===== config.mk =====
export PLATFORM = sky130hd
export DESIGN_NAME = axilite_bk_regfile
export DESIGN_NICKNAME = d
export VERILOG_FILES = /design/src/rtl/axil_bk_pkg.sv /design/src/rtl/axil_bk_rdpipe.sv /design/src/rtl/axilite_bk_regfile.sv
export SDC_FILE = /design/constraint.sdc
export NUM_CORES = 1
export LEC_CHECK = 0
export BUFFER_PORTS_ARGS = -buffer_cell sky130_fd_sc_hd__buf_4
export CORE_MARGIN = 5
export CORE_UTILIZATION = 56
export CTS_CLUSTER_DIAMETER = 200
export DETAILED_ROUTE_END_ITERATION = 12
export PLACE_DENSITY = 0.86
export SLEW_MARGIN = 5
export SYNTH_ARGS = -nofsm -noshare
export SYNTH_HDL_FRONTEND = slang
export SYNTH_SLANG_ARGS = --single-unit

===== constraint.sdc =====
create_clock -name axi_aclk -period 4.83 [get_ports axi_aclk]
set_input_delay 0.7245 -clock axi_aclk [delete_from_list [all_inputs] [get_ports axi_aclk]]
set_output_delay 0.7245 -clock axi_aclk [all_outputs]
set_load 0.03 [all_outputs]

===== src/rtl/axil_bk_pkg.sv =====
// Shared types and helpers for the AXI-Lite backend register file.
package axil_bk_pkg;

    typedef enum logic {
        R_IDLE = 1'b0,
        R_WAIT = 1'b1
    } rd_state_t;

    localparam int STATUS_OFS = 0;
    localparam int EVT_OFS    = 1;
    localparam int MASK_OFS   = 2;

    localparam logic [31:0] RSVD_RDATA = 32'h0;

    function automatic logic [31:0] byte_merge(input logic [31:0] old_v,
                                               input logic [31:0] new_v,
                                               input logic [3:0]  strb);
        logic [31:0] r;
        for (int i = 0; i < 4; i++) begin
            r[8*i +: 8] = strb[i] ? new_v[8*i +: 8] : old_v[8*i +: 8];
        end
        return r;
    endfunction

endpackage


===== src/rtl/axil_bk_rdpipe.sv =====
// Fixed-latency read pipeline: one outstanding read, down-counter to done,
// overlapping strobes are dropped and flagged on overrun.
module axil_bk_rdpipe
    import axil_bk_pkg::*;
#(
    parameter int RD_LAT = 1
) (
    input  logic        axi_aclk,
    input  logic        axi_aresetn,
    input  logic        rstart,
    input  logic [31:0] rword,
    output logic        rdone,
    output logic [31:0] rdata,
    output logic        overrun
);

    localparam logic [1:0] LOAD = 2'(RD_LAT - 1);

    rd_state_t   state, state_n;
    logic [1:0]  cnt, cnt_n;
    logic [31:0] data_q, data_n;
    logic        ovr_q, ovr_n;
    logic        at_tc;

    assign at_tc = (state == R_WAIT) && (cnt == 2'd0);

    always_ff @(posedge axi_aclk or negedge axi_aresetn) begin
        if (!axi_aresetn) begin
            state  <= R_IDLE;
            cnt    <= 2'd0;
            data_q <= 32'h0;
            ovr_q  <= 1'b0;
        end else begin
            state  <= state_n;
            cnt    <= cnt_n;
            data_q <= data_n;
            ovr_q  <= ovr_n;
        end
    end

    always_comb begin
        state_n = state;
        cnt_n   = cnt;
        data_n  = data_q;
        ovr_n   = 1'b0;
        case (state)
            R_IDLE: begin
                if (rstart) begin
                    state_n = R_WAIT;
                    cnt_n   = LOAD;
                    data_n  = rword;
                end
            end
            R_WAIT: begin
                if (cnt == 2'd0) begin
                    // A strobe coinciding with done starts the next read.
                    if (rstart) begin
                        cnt_n  = LOAD;
                        data_n = rword;
                    end else begin
                        state_n = R_IDLE;
                    end
                end else begin
                    cnt_n = cnt - 2'd1;
                    ovr_n = rstart;
                end
            end
            default: state_n = R_IDLE;
        endcase
    end

    assign rdone   = at_tc;
    assign rdata   = at_tc ? data_q : 32'h0;
    assign overrun = ovr_q;

endmodule


===== src/rtl/axilite_bk_regfile.sv =====
// Backend register file: CTRL bank, STATUS, optional W1C EVT + IRQ_MASK.
// Optional event/irq block enabled by defining AXIL_BK_EVT_IRQ_EN.
module axilite_bk_regfile
    import axil_bk_pkg::*;
#(
    parameter int          NUM_REGS = 8,
    parameter int          RD_LAT   = 1,
    parameter logic [31:0] CTRL_RST = 32'h0
) (
    input  logic                  axi_aclk,
    input  logic                  axi_aresetn,
    input  logic                  bk_wstart,
    input  logic [14:0]           bk_waddr,
    input  logic [31:0]           bk_wdata,
    input  logic [3:0]            bk_wstrb,
    input  logic                  bk_rstart,
    input  logic [14:0]           bk_raddr,
    output logic [31:0]           bk_rdata,
    output logic                  bk_rdone,
    output logic [NUM_REGS*32-1:0] ctrl_q,
    input  logic [31:0]           sts_in,
    input  logic [31:0]           evt_in,
    output logic                  irq,
    output logic                  rd_overrun
);

    localparam logic [12:0] IDX_STS  = 13'(NUM_REGS + STATUS_OFS);
    localparam logic [12:0] IDX_EVT  = 13'(NUM_REGS + EVT_OFS);
    localparam logic [12:0] IDX_MASK = 13'(NUM_REGS + MASK_OFS);

    logic [12:0] widx, ridx;
    logic [31:0] ctrl_r [NUM_REGS];
    logic [31:0] rd_word;
    logic        unused_addr;

    assign widx        = bk_waddr[14:2];
    assign ridx        = bk_raddr[14:2];
    assign unused_addr = &{1'b0, bk_waddr[1:0], bk_raddr[1:0]};

    always_ff @(posedge axi_aclk or negedge axi_aresetn) begin
        if (!axi_aresetn) begin
            for (int k = 0; k < NUM_REGS; k++) ctrl_r[k] <= CTRL_RST;
        end else if (bk_wstart) begin
            for (int k = 0; k < NUM_REGS; k++) begin
                if (widx == 13'(k)) ctrl_r[k] <= byte_merge(ctrl_r[k], bk_wdata, bk_wstrb);
            end
        end
    end

    for (genvar g = 0; g < NUM_REGS; g++) begin : g_ctrl
        assign ctrl_q[32*g +: 32] = ctrl_r[g];
    end

`ifdef AXIL_BK_EVT_IRQ_EN
    logic [31:0] evt_r, mask_r, evt_clr;

    assign evt_clr = (bk_wstart && widx == IDX_EVT) ? byte_merge(32'h0, bk_wdata, bk_wstrb) : 32'h0;

    // New events win over a same-cycle clear.
    always_ff @(posedge axi_aclk or negedge axi_aresetn) begin
        if (!axi_aresetn) begin
            evt_r  <= 32'h0;
            mask_r <= 32'h0;
            irq    <= 1'b0;
        end else begin
            evt_r <= (evt_r & ~evt_clr) | evt_in;
            if (bk_wstart && widx == IDX_MASK) mask_r <= byte_merge(mask_r, bk_wdata, bk_wstrb);
            irq <= |(evt_r & mask_r);
        end
    end
`else
    logic unused_evt;
    assign unused_evt = &{1'b0, evt_in};
    assign irq        = 1'b0;
`endif

    always_comb begin
        rd_word = RSVD_RDATA;
        for (int k = 0; k < NUM_REGS; k++) begin
            if (ridx == 13'(k)) rd_word = ctrl_r[k];
        end
        if (ridx == IDX_STS) rd_word = sts_in;
`ifdef AXIL_BK_EVT_IRQ_EN
        if (ridx == IDX_EVT)  rd_word = evt_r;
        if (ridx == IDX_MASK) rd_word = mask_r;
`endif
    end

    axil_bk_rdpipe #(.RD_LAT(RD_LAT)) u_rdpipe (
        .axi_aclk    (axi_aclk),
        .axi_aresetn (axi_aresetn),
        .rstart      (bk_rstart),
        .rword       (rd_word),
        .rdone       (bk_rdone),
        .rdata       (bk_rdata),
        .overrun     (rd_overrun)
    );

endmodule


==> metrics.md <==
| Metric | Value |
|---|---|
| Status | `completed` |
| Area leader, netlist | `dfrtp_1` |
| Initial Util | `56.4%` |
| DR vias | `11800` |
| Comb power frac | `6.8%` |
| Core area | `24100 um^2` |
| Clock power share | `47.4%` |
| Clock Sink Count | `292` |
| Clock skew | `29.5 ps` |
| PwrDens | `301 nW/um^2` |
| Post-cts resize count | `0` |
| Die width | `166 um` |
| Setup CP Type | `flop to output port` |
| Final Setup Violations | `0` |
| Hpwl dp | `34.5 mm` |
| Post-CTS Setup Inserts | `0` |
| WP data arrival | `2840 ps` |
| CTS tree | `built` |
| Global route hottest layer | `met2` |
| Syn avg cell area | `12.7 um^2` |
| TritonCTS buffer count | `31` |
| Remaining DRCs | `0` |
| Area share of the largest cell type after synthesis | `53.8%` |
| Startpoint types | `flop` |
| Cells after Synth | `1070` |
| Boundary Pins | `425` |
| Final worst path period need | `3570 ps` |
| Most common library cells after synthesis | `292 x dfrtp_1, 248 x mux2_2, 48 x o22ai_1, 46 x a21oi_1, 46 x nor2_1` |
| Prevailing post-synth register cell | `dfrtp_1` |
| Period utilisation layout | `73.9%` |
| Final Wtd Congestion | `0.868` |
| Final Non-Filler Cells | `1808` |
| Die area | `27500 um^2` |
| Total of max-cap violations | `0` |
| Initial antenna violation count | `2` |
| Yosys reg bits | `292` |
| Post-cts hold buffer count | `0` |
| DR pass1 iterations | `5` |
| Worst Path Required | `4110 ps` |
| Die height | `166 um` |
| Pins over their slew limit | `0` |
| Switching Power | `1280 uW` |
| Leak | `0.00913 uW` |
| Syn-to-layout area delta | `32.6%` |
| Unrepaired setup endpoints after global routing | `no` |
| Port buffer count | `387` |
| Syn Nets | `1204` |
| Yosys cell types | `62` |
| CP max FO | `14` |
| Reg clk slew, reported paths | `60 ps` |
| Setup WS post-layout | `1260 ps` |
| Reg power frac | `45.8%` |
| TNS Setup | `0 ps` |
| Mapped cell area | `13600 um^2` |
| Tightest Pin Transition | `1340 ps` |
| Clock tree buffer depth | `3` |
| DR iter-0 viols | `1369` |
| CP Capture Type | `output port` |
| Routed Antenna Nets | `0` |
| Hold Vio Cnt, Final | `0` |
| Met2 Usage GRT | `56.5%` |
| Maximum clock rate | `280 MHz` |
| Layout cell share with drive strength beyond 1 | `51.7%` |
| CTS root buffer | `clkbuf_16` |
| Final wirelength | `50.9 mm` |
| Met3 Use GR | `8.36%` |
| Post-synth EDFFs | `0` |
| Ys Warns | `0` |
| Count leader, synth | `dfrtp_1` |
| Hold Path Class | `input port to asynchronous set/reset pin` |
| Slew HR | `10.5%` |
| Sw Ratio | `23.6%` |
| Clock Latency Late Sink | `580 ps` |
| Met1 usage | `48.8%` |
| Internal | `4130 uW` |
| Largest net degree at the start of global routing | `100` |
| Vias in the first global route | `12400` |
| Layout Nets | `1591` |
| Grt total ovfl | `0` |
| Post-synthesis async set-or-reset flop share | `100%` |
| Placed Cells | `1748` |
| Vias per cell | `6.53` |
| Row cnt | `57` |
| First-pass GRT wire length | `77.1 mm` |
| Pre-CTS setup slack | `1390 ps` |
| Register area share after synthesis | `53.8%` |
| CTS H-tree depth | `1` |
| Per-cell routed wire length | `28.2 um` |
| Power Total | `5420 uW` |
| GRT Total Usage | `36.2%` |
| Worst VDD drop | `0.000307 V` |
| Ranking of synthesized cells by area | `dfrtp_1 54%, mux2_2 21%, a22o_1 2.6%` |
## registers in the layout, indices dropped and copies added (netlist names)
signal	flops
ctrl_q	256
u_rdpipe.cnt	2
u_rdpipe.overrun	1
u_rdpipe.state	1
u_rdpipe.data_q	32
## metal layers
layer  vias up  wire (um)
li1       4844          -
met1      5957      19500
met4         0       2560
met2       842      23600
met5         -          0
met3       164       5230
## final cells by class
| class | count | area (um^2) |
|---|---|---|
| inverters | 4 | 15.0 |
| clock inverters | 14 | 214 |
| diodes | 2 | 5.00 |
| repair buffers | 411 | 3110 |
| fillers | 1627 | 6090 |
| multi-input cells | 717 | 6080 |
| well taps | 324 | 405 |
| clock buffers | 44 | 885 |
| flip-flops and latches | 292 | 7310 |
## worst max-delay path, stage by stage, from the launching register on
cell	delay, ps
dfrtp_1	430
nor3b_2	1080
buf_4	380
and2_1	210
buf_4	180
## power by group through the flow
stage,Combinational [uW],Sequential (uW),Clock (uW)
2_1_floorplan,136,2520,0
3_3_place_gp,354,2520,0
3_5_place_dp,361,2520,0
4_1_cts,366,2480,2570
5_1_grt,393,2480,2700
6_report,369,2480,2570
## kinds of logic after synthesis
| group | share of synthesized area, % |
|---|---|
| AO/OA/AOI/OAI | 11.7 |
| buffers and inverters | 1.91 |
| flip-flops | 53.8 |
| multiplexers | 23.6 |
| other | 0.0276 |
| AND/OR/NAND/NOR | 9.00 |
## layout by cell type, fill, tap and decap left out, types with 6 or more instances in the layout
| master | instances |
|---|---|
| a21oi_1 | 46 |
| a22o_1 | 41 |
| a22oi_1 | 21 |
| a31oi_1 | 9 |
| and2_1 | 39 |
| buf_4 | 409 |
| clkbuf_1 | 7 |
| clkbuf_16 | 31 |
| clkbuf_8 | 6 |
| clkinv_2 | 6 |
| dfrtp_1 | 292 |
| mux2_1 | 8 |
| mux2_2 | 248 |
| mux2i_1 | 10 |
| mux4_2 | 10 |
| nand2_1 | 42 |
| nand2_2 | 8 |
| nand3_1 | 8 |
| nor2_1 | 45 |
| nor2_2 | 9 |
| nor3_1 | 15 |
| o21ai_0 | 11 |
| o221ai_1 | 9 |
| o221ai_2 | 8 |
| o22ai_1 | 48 |
| or3_1 | 8 |
## path summary, 6_finish.rpt
kind / from / to / slack [ps] / cells after the start
max in group asynchronous: axi_aresetn / ctrl_q[90]$_DFFE_PN0P_ / 3410 / 2
hold / removal: axi_aresetn / ctrl_q[44]$_DFFE_PN0P_ / 200 / 1
hold reg to reg: ctrl_q[215]$_DFFE_PN0P_ / ctrl_q[215]$_DFFE_PN0P_ / 530 / 1
setup / recovery: u_rdpipe.state$_DFF_PN0_ / bk_rdata[16] / 1260 / 4
setup reg to reg: u_rdpipe.cnt[0]$_DFF_PN0_ / u_rdpipe.data_q[31]$_DFFE_PN0P_ / 2230 / 7
min in group axi_aclk: sts_in[5] / u_rdpipe.data_q[5]$_DFFE_PN0P_ / 410 / 3
## per-stage QoR
stage               cell area, um^2  util [%]  hold WS, ps
global route                  18000      74.8          259
CTS                           18000      74.7          212
finish                        18000      74.8          196
floorplan                     13600         -          429
detailed placement            16900      70.2          510
global placement              16900      70.2          503
No activity file was read; power rests on OpenSTA's default activity.
